<file path="config.mk">
export PLATFORM = sky130hd
export DESIGN_NAME = sp_ram_be_flat
export DESIGN_NICKNAME = d
export VERILOG_FILES = /design/src/rtl/sp_ram_be_if.sv /design/src/rtl/sp_ram_be.sv /design/src/flat_wrapper.sv
export SDC_FILE = /design/constraint.sdc
export NUM_CORES = 1
export LEC_CHECK = 0
export ABC_AREA = 1
export CORE_MARGIN = 4
export CORE_UTILIZATION = 42
export DETAILED_ROUTE_END_ITERATION = 6
export PLACE_DENSITY = 0.69
export SLEW_MARGIN = 20
export SYNTH_ARGS = -nofsm -noshare
export SYNTH_HDL_FRONTEND = slang
export SYNTH_SLANG_ARGS = --single-unit
export TNS_END_PERCENT = 20
</file>
<file path="constraint.sdc">
create_clock -name clk -period 3.2 [get_ports clk]
set_input_delay 0.64 -clock clk [delete_from_list [all_inputs] [get_ports clk]]
set_output_delay 0.64 -clock clk [all_outputs]
set_load 0.02 [all_outputs]
</file>
<file path="src/rtl/sp_ram_be_if.sv">
// Bus-side interface of sp_ram_be: req/ready access channel, clear request and response.
// The master drives requests; the slave (the RAM) returns ready, data and status.
interface sp_ram_be_if #(
  parameter int unsigned DEPTH = 16,
  parameter int unsigned WIDTH = 32
);
  localparam int unsigned AW = (DEPTH > 1) ? $clog2(DEPTH) : 1;

  logic               req;
  logic               w_en;
  logic [WIDTH/8-1:0] be;
  logic [AW-1:0]      addr;
  logic [WIDTH-1:0]   data_in;
  logic               clr;
  logic               ready;
  logic [WIDTH-1:0]   data_out;
  logic               rd_valid;
  logic               init_done;

  modport master (
    output req, w_en, be, addr, data_in, clr,
    input  ready, data_out, rd_valid, init_done
  );

  modport slave (
    input  req, w_en, be, addr, data_in, clr,
    output ready, data_out, rd_valid, init_done
  );
endinterface

</file>
<file path="src/rtl/sp_ram_be.sv">
// Single-port RAM with byte enables, req/ready handshake and an init sweep after reset/clr.
// Define SP_RAM_BE_OUTREG_EN to add a second output register stage (latency 2).
module sp_ram_be #(
  parameter int unsigned      DEPTH    = 16,
  parameter int unsigned      WIDTH    = 32,
  parameter int unsigned      RDW_MODE = 0,
  parameter logic [WIDTH-1:0] INIT_VAL = '0
) (
  input logic        clk,
  input logic        rst_n,
  sp_ram_be_if.slave bus
);
  localparam int unsigned   AW      = (DEPTH > 1) ? $clog2(DEPTH) : 1;
  localparam int unsigned   NB      = WIDTH / 8;
  localparam logic [AW-1:0] LastIdx = AW'(DEPTH - 1);

  typedef enum logic [0:0] {StInit, StRun} state_e;

  state_e           state_q;
  logic [AW-1:0]    cnt_q;
  logic             init_done_q;
  logic             rsp_valid_q;
  logic [WIDTH-1:0] rsp_data_q;

  logic [WIDTH-1:0] mem [DEPTH];

  logic             accept;
  logic             addr_ok;
  logic             mem_we;
  logic [AW-1:0]    mem_waddr;
  logic [WIDTH-1:0] mem_wdata;
  logic [WIDTH-1:0] old_word;
  logic [WIDTH-1:0] merged;
  logic [WIDTH-1:0] rsp_data;

  // clr wins over a same-cycle request
  assign bus.ready = (state_q == StRun) && !bus.clr;
  assign accept    = bus.req && bus.ready;
  assign addr_ok   = 32'(bus.addr) < DEPTH;

  always_comb begin
    old_word = '0;
    if (addr_ok) begin
      old_word = mem[bus.addr];
    end
  end

  always_comb begin
    merged = old_word;
    for (int i = 0; i < int'(NB); i++) begin
      if (bus.be[i]) begin
        merged[8*i +: 8] = bus.data_in[8*i +: 8];
      end
    end
  end

  // Out-of-range addresses always return zero, for reads and writes alike
  always_comb begin
    rsp_data = '0;
    if (addr_ok) begin
      rsp_data = (bus.w_en && (RDW_MODE == 1)) ? merged : old_word;
    end
  end

  always_comb begin
    mem_we    = 1'b0;
    mem_waddr = '0;
    mem_wdata = '0;
    if (state_q == StInit) begin
      mem_we    = 1'b1;
      mem_waddr = cnt_q;
      mem_wdata = INIT_VAL;
    end else if (accept && bus.w_en && addr_ok) begin
      mem_we    = 1'b1;
      mem_waddr = bus.addr;
      mem_wdata = merged;
    end
  end

  always_ff @(posedge clk) begin
    if (mem_we) begin
      mem[mem_waddr] <= mem_wdata;
    end
  end

  always_ff @(posedge clk or negedge rst_n) begin
    if (!rst_n) begin
      state_q     <= StInit;
      cnt_q       <= '0;
      init_done_q <= 1'b0;
      rsp_valid_q <= 1'b0;
      rsp_data_q  <= '0;
    end else begin
      rsp_valid_q <= accept;
      if (accept) begin
        rsp_data_q <= rsp_data;
      end
      unique case (state_q)
        StInit: begin
          if (bus.clr) begin
            cnt_q <= '0;
          end else if (cnt_q == LastIdx) begin
            cnt_q       <= '0;
            state_q     <= StRun;
            init_done_q <= 1'b1;
          end else begin
            cnt_q <= cnt_q + AW'(1);
          end
        end
        StRun: begin
          if (bus.clr) begin
            cnt_q       <= '0;
            state_q     <= StInit;
            init_done_q <= 1'b0;
          end
        end
        default: begin
          state_q <= StInit;
          cnt_q   <= '0;
        end
      endcase
    end
  end

  assign bus.init_done = init_done_q;

`ifdef SP_RAM_BE_OUTREG_EN
  logic             out_valid_q;
  logic [WIDTH-1:0] out_data_q;

  // Not flushed by clr: an in-flight response still emerges
  always_ff @(posedge clk or negedge rst_n) begin
    if (!rst_n) begin
      out_valid_q <= 1'b0;
      out_data_q  <= '0;
    end else begin
      out_valid_q <= rsp_valid_q;
      if (rsp_valid_q) begin
        out_data_q <= rsp_data_q;
      end
    end
  end

  assign bus.rd_valid = out_valid_q;
  assign bus.data_out = out_data_q;
`else
  assign bus.rd_valid = rsp_valid_q;
  assign bus.data_out = rsp_data_q;
`endif

endmodule

</file>
<file path="src/flat_wrapper.sv">
// flat-port wrapper written by rule: the top's interface ports become plain ports
module sp_ram_be_flat 
#(
  parameter int unsigned      DEPTH    = 16,
  parameter int unsigned      WIDTH    = 32,
  parameter int unsigned      RDW_MODE = 0,
  parameter logic [WIDTH-1:0] INIT_VAL = '0
)
  (clk, rst_n, bus_req, bus_w_en, bus_be, bus_addr, bus_data_in, bus_clr, bus_ready, bus_data_out, bus_rd_valid, bus_init_done);
  sp_ram_be_if #(.DEPTH(DEPTH), .WIDTH(WIDTH)) bus_i ();
  input logic clk;
  input logic rst_n;
  input wire logic [$bits(bus_i.req)-1:0] bus_req;
  input wire logic [$bits(bus_i.w_en)-1:0] bus_w_en;
  input wire logic [$bits(bus_i.be)-1:0] bus_be;
  input wire logic [$bits(bus_i.addr)-1:0] bus_addr;
  input wire logic [$bits(bus_i.data_in)-1:0] bus_data_in;
  input wire logic [$bits(bus_i.clr)-1:0] bus_clr;
  output wire logic [$bits(bus_i.ready)-1:0] bus_ready;
  output wire logic [$bits(bus_i.data_out)-1:0] bus_data_out;
  output wire logic [$bits(bus_i.rd_valid)-1:0] bus_rd_valid;
  output wire logic [$bits(bus_i.init_done)-1:0] bus_init_done;
  assign bus_i.req = bus_req;
  assign bus_i.w_en = bus_w_en;
  assign bus_i.be = bus_be;
  assign bus_i.addr = bus_addr;
  assign bus_i.data_in = bus_data_in;
  assign bus_i.clr = bus_clr;
  assign bus_ready = bus_i.ready;
  assign bus_data_out = bus_i.data_out;
  assign bus_rd_valid = bus_i.rd_valid;
  assign bus_init_done = bus_i.init_done;
  sp_ram_be #(.DEPTH(DEPTH), .WIDTH(WIDTH), .RDW_MODE(RDW_MODE), .INIT_VAL(INIT_VAL)) u_core (.clk(clk), .rst_n(rst_n), .bus(bus_i));
endmodule
</file>
After elaboration in Yosys (flattened, before gate mapping). Memories as Yosys holds them, arrays and structs flattened. Index checks and enable logic that the tools add are counted.

Register bits after elaboration: 39. Memory bits (writable): 512. Input bits: 45. Memories: 1.

Add/sub/neg operators: 1. Eq/ne operators: 4. Multiplexer cells: 24. Bitwise gates (word level): 1. Reduce and logical (&&, ||, !) cells: 5.

Memories: u_core.mem (words 16, width 32, rd ports 1, clocked after memory_dff 0, wr ports 1, RTL line sp_ram_be.sv:25) `logic [WIDTH-1:0] mem [DEPTH];`.

Operators by type and width (number): $mux 32 (2); $mux 8 (4); $mux 4 (5); $mux 1 (10); $pmux 4 s2 (1); $ne 2x2->1 const B (3); $add 4x1->4 const B (1); $eq 4x4->1 const B (1); $pmux 1 s2 (2); $logic_and 1x1->1 (3); $reduce_and 3->1 (1); $logic_not 1->1 (1); $not 1->1 (1).

Logic depth before layout (Yosys ltp). Gate-level depths: netlist (run 1).

Depth after elaboration: 8. Mapped depth: 12. Depth with buffers taken out: 9.

Worst setup path before layout (run 1). Ideal clock, no wire load.

Kind: input-to-reg. Start point: in bus_addr[0]. End point: mem u_core.mem[3][0], enable pin. Setup time: 0.421 ns. Arrival: 2.803 ns. Required time: 2.779 ns. Setup slack: -0.024 ns. Cell stages on the path: 7. Buffers on the path: 3. Path through: buf_4 inv_4 buf_4 buf_4 o21ai_1 nand2_1 nor2_1.

Longest elaborated chain between the ends: 2.

RTL lines: from (decl) (RTL line flat_wrapper.sv:16) `input wire logic [$bits(bus_i.addr)-1:0] bus_addr;`; $mux 4 (RTL line sp_ram_be.sv:73) `end else if (accept && bus.w_en && addr_ok) begin`; $mux 4 (RTL line sp_ram_be.sv:69) `if (state_q == StInit) begin`; to (decl) (RTL line sp_ram_be.sv:25).

No other way between the ends.

Final worst setup path (run 1).
Start point: in bus_clr. End point: out bus_ready.

Longest elaborated chain between the ends: 2.

RTL lines: from (decl) (RTL line flat_wrapper.sv:18) `input wire logic [$bits(bus_i.clr)-1:0] bus_clr;`; $logic_not 1->1 (RTL line sp_ram_be.sv:37) `assign bus.ready = (state_q == StRun) && !bus.clr;`; $logic_and 1x1->1 (RTL line sp_ram_be.sv:37); to (decl) (RTL line flat_wrapper.sv:19) `output wire logic [$bits(bus_i.ready)-1:0] bus_ready;`.

No other way between the ends.

==> results of run 1 <==
[cells by family after synthesis]
| logic type | synth area share |
|---|---|
| AO/OA/AOI/OAI | 0.002511 |
| XOR/XNOR | 0.0003663 |
| adder cells (fa/ha/maj) | 0.0005231 |
| buffers and inverters | 0.07570 |
| flip-flops | 0.6837 |
| AND/OR/NAND/NOR | 0.2372 |
[layer usage]
layer,wire length [um],GRT usage,share of wire
met1,25010,0.2631,0.42
met5,0,0,0
met3,4576,0.03570,0.076
met2,28660,0.3251,0.48
met4,1605,0.06307,0.027
[cell type report]
type	instances	area, sq um
Clock buffer	71	1509
Clock inverter	33	385.4
Fill cell	4967	28460
Inverter	305	1152
Multi-Input combinational cell	1400	5874
Sequential cell	551	16350
Tap cell	756	945.9
Timing Repair Buffer	158	1705
[worst max-delay path by stage]
stage                startpoint                           end  slack (ps)  cells after the start
finish                  bus_clr                     bus_ready         570                      5
global route            bus_clr                     bus_ready         490                      5
CTS                     bus_clr                     bus_ready         560                      5
detailed placement     bus_w_en  u_core.mem[11][23]$_DFFE_PP_          50                      6
global placement       bus_w_en  u_core.mem[11][12]$_DFFE_PP_          90                      6
floorplan           bus_addr[0]    u_core.mem[3][0]$_DFFE_PP_         -20                      7
[registers in the layout (all words and copies together) (netlist names)]
register              count
u_core.bus.data_out      32
u_core.bus.init_done      1
u_core.bus.rd_valid       1
u_core.cnt_q              4
u_core.mem              512
u_core.state_q            1
[stage by stage]
stage	hold slack (ps)	TNS (ps)	setup slack (ps)	power, uW	cells
after global routing	134.1	0	485.9	16160	3274
after CTS	131.5	0	564.3	15740	3274
after detailed placement	464.1	0	45.00	9065	3170
after global placement	461.4	0	91.23	9047	3170
after floorplan	344.4	-5255	-24.00	8677	2375
final	100.6	0	574.2	15630	3274
[critical path, delay by kind of cell]
family	cells	cell delay, ps
AND/OR/NAND/NOR	1	90
buffers and inverters	4	1250
[synthesized netlist by cell type]
cell type / number
sky130_fd_sc_hd__buf_4: 19
sky130_fd_sc_hd__nand2_1: 946
sky130_fd_sc_hd__o22ai_1: 1
sky130_fd_sc_hd__o21bai_2: 1
sky130_fd_sc_hd__o21a_1: 1
sky130_fd_sc_hd__edfxtp_1: 512
sky130_fd_sc_hd__nand3_1: 356
sky130_fd_sc_hd__a21oi_1: 2
sky130_fd_sc_hd__clkbuf_1: 26
sky130_fd_sc_hd__buf_6: 12
sky130_fd_sc_hd__nor2_4: 1
sky130_fd_sc_hd__o21ai_1: 2
sky130_fd_sc_hd__inv_1: 302
sky130_fd_sc_hd__inv_2: 1
sky130_fd_sc_hd__ha_1: 1
sky130_fd_sc_hd__inv_4: 1
sky130_fd_sc_hd__dfrtp_1: 39
sky130_fd_sc_hd__buf_1: 18
sky130_fd_sc_hd__o21ai_0: 3
sky130_fd_sc_hd__nand2_4: 1
sky130_fd_sc_hd__nor2_1: 83
sky130_fd_sc_hd__buf_2: 44
sky130_fd_sc_hd__clkinv_1: 1
sky130_fd_sc_hd__nand2_2: 1
sky130_fd_sc_hd__xor2_1: 1
[power by group through the flow]
stage	clock [uW]	combinational, uW	sequential [uW]
6_report	6720	961	7960
5_1_grt	7150	1060	7960
4_1_cts	6820	964	7960
3_5_place_dp	0	958	8110
3_3_place_gp	0	944	8100
2_1_floorplan	0	571	8110
==> impl_metrics.py, run 1 <==
metrics = {
    "yosys": {
        "top_cells_by_area_synth": "sky130_fd_sc_hd__edfxtp_1 64%, sky130_fd_sc_hd__nand2_1 15%, sky130_fd_sc_hd__nand3_1 7.5%",
        "synth_net_count": 2421,
        "synth_cell_area_sq_um": 23920,
        "yosysTopAreaCell": "sky130_fd_sc_hd__edfxtp_1",
        "syn-instance-count": 2375,
        "synth_sequential_area_ratio": 0.6837,
        "yosys_warnings": 0,
        "syn_area_per_cell_sq_um": 10.07,
        "number_of_synthesized_register_bits": 551,
        "post_synth_num_cell_types": 25,
        "yosysTopAreaCellShare": 0.6429,
    },
    "clock_network": {
        "clk_pin_slew_worst_paths_ps": 60,
        "cts-htree-levels": 2,
        "max-clock-path-buffers": 3,
        "clk-insertion-delay-late_ps": 620,
        "cts-resized-gates": 0,
        "clock-root-buffer": "sky130_fd_sc_hd__clkbuf_16",
        "cts_made_buffers": 56,
        "cts_setup_buffers": 0,
        "post_cts_hold_buffer_count": 0,
        "cts_tree": "built",
        "cts_sinks": 551,
    },
    "power": {
        "internal-power_uw": 12210,
        "leakagePower_uw": 0.01234,
        "switching_share": 0.2189,
        "total_power_density_per_cell_area_nw_per_um2": 559.9,
        "peakVddDrop_uv": 434.4,
        "power_frac_clock": 0.430,
        "pwr-share-comb": 0.061,
        "pwr-share-seq": 0.509,
        "total_switching_power_uw": 3422,
    },
    "cells_and_area": {
        "postLayoutCellArea_sq_um": 27920,
        "layout.core_utilization": 0.4952,
        "insertedDiodeCount": 0,
        "post_synthesis_to_final_layout_area_growth_pct": 16.76,
        "mostFrequentLayoutCell": "sky130_fd_sc_hd__nand2_1",
        "layout.cells.most_common_list": "946 x sky130_fd_sc_hd__nand2_1, 512 x sky130_fd_sc_hd__edfxtp_1, 356 x sky130_fd_sc_hd__nand3_1, 300 x sky130_fd_sc_hd__inv_1, 74 x sky130_fd_sc_hd__clkdlybuf4s50_1",
        "design.final.nets": 2518,
        "drive_gt1_frac": 0.07625,
    },
    "worst_setup_path": {
        "worstPathArrival_ps": 1990,
        "cp_common_cell": "sky130_fd_sc_hd__clkdlybuf4s50_1",
        "r2r_slack_ps": 780,
        "setup.worst_path.start_class": "input port",
        "worst-setup-path-type": "in -> out",
        "timing.reg2reg.worst_path_depth": 7,
        "worstReg2RegEnd": "u_core.mem[9][15]$_DFFE_PP_",
        "worst_path_max_fanout": 5,
        "critPathRequiredTime_ps": 2560,
        "worstPathCellList": "clkdlybuf4s50_1 -> inv_2 -> nand2_2 -> inv_1 -> clkdlybuf4s50_1",
        "worstReg2RegStart": "u_core.state_q$_DFF_PN0_",
        "critPathMaxStageDelay_ps": 600,
        "slowest_stage": "sky130_fd_sc_hd__clkdlybuf4s50_1",
        "setup.worst_path.end_class": "output port",
    },
    "timing": {
        "setup_violations": 0,
        "worstMarginPinSlew_ps": 769.5,
        "max_freq_ghz": 0.3808,
        "relSlewSlack": 0.4870,
        "finalWorstPathRequiredPeriod_ps": 2626,
        "final_hold_viol_count": 0,
        "grt_setup_unrepaired": "no",
        "min_period_over_period": 0.8206,
        "worst_clock_skew_ps": 40.05,
        "maxSlewViolCount": 0,
    },
    "floorplanning": {
        "design.core.area_sq_um": 56390,
        "rows": 87,
        "start_util": 0.4241,
        "ios": 80,
        "fp.dieW_um": 246.6,
        "fp.dieH_um": 246.6,
        "die_area_sq_um": 60820,
    },
    "drt": {
        "first_pass_iters": 7,
        "total_detailed_routing_wirelength_mm": 59.85,
        "detailroute.via_count": 16531,
        "drt.antenna.violating_nets": 0,
        "post_drt_wl_per_cell_um": 18.28,
        "route.detailed.drc": 0,
        "route.detailed.vias_per_inst": 5.049,
        "drt_first_iter_violations": 1653,
    },
    "global_route": {
        "global_route.overflow_total": 0,
        "groute.usage.overall": 0.1961,
        "via_count_of_the_first_global_routing_pass": 16126,
        "largest_net_degree_at_the_start_of_global_routing": 102,
        "grt_antenna_before_repair": 0,
        "grt_first_pass_wirelength_mm": 92.33,
    },
    "outcome": {
        "status": "finished, final reports clean",
    },
    "placement": {
        "gp_congestion": 0.8225,
        "hpwl_mm": 35.32,
        "port_buffers": 79,
        "place_area_sq_um": 26030,
    },
    "hold_path": {
        "hold_path_class": "in -> async",
    },
    "job": {
        "maxCapViolations": 0,
    },
}
(Power assumes the default switching activity.)
==> run 2: changes to the inputs <==
==> constraint.sdc (replaced) <==
create_clock -name clk -period 2.5 [get_ports clk]
set_input_delay 0.5 -clock clk [delete_from_list [all_inputs] [get_ports clk]]
set_output_delay 0.5 -clock clk [all_outputs]
set_load 0.02 [all_outputs]
==> impl_metrics.py, run 2 (same netlist as run 1, synthesis figures left out) <==
metrics = {
    "cells_and_area": {
        "postLayoutCellArea_sq_um": 28830,
        "post_synthesis_to_final_layout_area_growth_pct": 20.57,
        "multi_input_area_sq_um": 5874,
        "design.final.nets": 2586,
        "layout.area.seq_sq_um": 16350,
        "mostFrequentLayoutCell": "sky130_fd_sc_hd__nand2_1",
        "drive_gt1_frac": 0.09977,
        "top_register": "u_core.mem",
        "layout.cells.most_common_list": "946 x sky130_fd_sc_hd__nand2_1, 512 x sky130_fd_sc_hd__edfxtp_1, 356 x sky130_fd_sc_hd__nand3_1, 300 x sky130_fd_sc_hd__inv_1, 79 x sky130_fd_sc_hd__buf_4",
        "insertedDiodeCount": 0,
        "final-instance-count-excl-fill": 3342,
        "largest_register_ffs": 512,
        "layout.core_utilization": 0.5114,
        "final.fill_count": 4885,
    },
    "floorplanning": {
        "fp.dieH_um": 246.6,
        "start_util": 0.4241,
        "die_area_sq_um": 60820,
        "fp.dieW_um": 246.6,
        "ios": 80,
        "rows": 87,
        "design.core.area_sq_um": 56390,
    },
    "placement": {
        "place_area_sq_um": 27060,
        "dpl.cell_count": 3238,
        "port_buffers": 79,
        "hpwl_mm": 40.88,
        "gp_congestion": 0.8819,
        "post-place-ws_ps": -129.6,
    },
    "worst_setup_path": {
        "setup.worst_path.end_class": "output port",
        "worstPathArrival_ps": 1710,
        "setup.worst_path.start_class": "flop",
        "worst-setup-path-type": "reg -> out",
        "critPathRequiredTime_ps": 2000,
        "worst_path_max_fanout": 5,
        "critPathMaxStageDelay_ps": 450,
        "slowest_stage": "sky130_fd_sc_hd__dfrtp_2",
        "worstPathCellList": "nand2_2 -> buf_4 -> inv_1 -> dlygate4sd2_1",
        "r2r_slack_ps": 420,
    },
    "clock_network": {
        "cts_sinks": 551,
        "clock-root-buffer": "sky130_fd_sc_hd__clkbuf_16",
        "cts_made_buffers": 55,
        "clk_pin_slew_worst_paths_ps": 60,
        "clk-insertion-delay-late_ps": 610,
        "cts-htree-levels": 2,
        "max-clock-path-buffers": 3,
        "cts_setup_buffers": 0,
        "cts_tree": "built",
    },
    "timing": {
        "worst_clock_skew_ps": 19.44,
        "maxSlewViolCount": 0,
        "setup_total_negative_slack_ps": 0,
        "min_period_over_period": 0.8855,
        "timing.final.ws_setup_ps": 286.3,
        "relSlewSlack": 0.4735,
        "finalWorstPathRequiredPeriod_ps": 2214,
        "grt_setup_unrepaired": "no",
        "max_freq_ghz": 0.4517,
        "final_hold_viol_count": 0,
        "worstMarginPinSlew_ps": 789.8,
        "setup_violations": 0,
    },
    "power": {
        "total_power_density_per_cell_area_nw_per_um2": 676.9,
        "pwr-share-seq": 0.522,
        "switching_share": 0.2245,
        "total_switching_power_uw": 4382,
        "internal-power_uw": 15140,
        "pwr-share-comb": 0.068,
        "power_frac_clock": 0.411,
        "peakVddDrop_uv": 674.6,
        "leakagePower_uw": 0.01273,
    },
    "job": {
        "maxCapViolations": 0,
    },
    "global_route": {
        "global_route.overflow_total": 0,
        "via_count_of_the_first_global_routing_pass": 17037,
        "groute.usage.overall": 0.2065,
        "grt_first_pass_wirelength_mm": 96.24,
        "grt_antenna_before_repair": 0,
        "largest_net_degree_at_the_start_of_global_routing": 56,
    },
    "outcome": {
        "status": "finished, final reports clean",
    },
    "drt": {
        "post_drt_wl_per_cell_um": 18.81,
        "route.detailed.vias_per_inst": 5.114,
        "total_detailed_routing_wirelength_mm": 62.87,
        "detailroute.via_count": 17091,
        "route.detailed.drc": 0,
        "drt.antenna.violating_nets": 0,
        "first_pass_iters": 6,
        "drt_first_iter_violations": 1787,
    },
    "hold_path": {
        "hold_path_class": "reg -> reg",
    },
}
[run 2: worst paths after layout]
kind,cells after the start,from,to
setup / recovery,4,u_core.state_q$_DFF_PN0_,bus_ready
hold / removal,2,u_core.bus.data_out[10]$_DFFE_PN0N_,u_core.bus.data_out[10]$_DFFE_PN0N_
setup reg to reg,8,u_core.state_q$_DFF_PN0_,u_core.mem[4][30]$_DFFE_PP_
hold reg to reg,2,u_core.bus.data_out[10]$_DFFE_PN0N_,u_core.bus.data_out[10]$_DFFE_PN0N_
max in group asynchronous,3,rst_n,u_core.bus.data_out[5]$_DFFE_PN0N_
min in group asynchronous,2,rst_n,u_core.bus.data_out[28]$_DFFE_PN0N_
[run 2: routing by layer]
layer	GRT usage	wire length, um
met1	0.2686	25230
met3	0.03396	4585
met5	0	0
met2	0.3400	30060
met4	0.09628	2985
[run 2: power groups by stage]
stage	Sequential, uW	Clock, uW	Combinational (uW)
finish	10200	8010	1320
global route	10200	8540	1440
CTS	10200	8140	1320
detailed placement	10400	0	1310
global placement	10400	0	1290
floorplan	10400	0	738
[run 2: timing repair]
action / 4_1_cts / 5_1_grt
hold endpoints to repair: 20 / 0
resized for setup: 2 / 0
endpoints found under the setup margin: 1 / 0
hold buffers: 1 / 0
[run 2: through the flow]
stage / hold WS (ps) / power (uW)
after floorplan: 204.4 / 11110
after global placement: 461.2 / 11660
after detailed placement: 465.0 / 11690
after CTS: 485.1 / 19650
after global routing: 499.3 / 20170
final: 479.5 / 19520
[run 2: critical path, delay by kind of cell (launching register included)]
family,cells,cell delay (ps)
DFF,1,450
buffers and inverters,3,570
and+or+nand+nor,1,100
[run 2: area by class of cell]
| type | count | area share |
|---|---|---|
| clock buffer | 64 | 0.04964 |
| clock inverter | 39 | 0.01137 |
| inverter | 305 | 0.03997 |
| multi-input combinational | 1400 | 0.2037 |
| sequential | 551 | 0.5671 |
| tap | 756 | 0.03281 |
| timing repair buffer | 227 | 0.09538 |
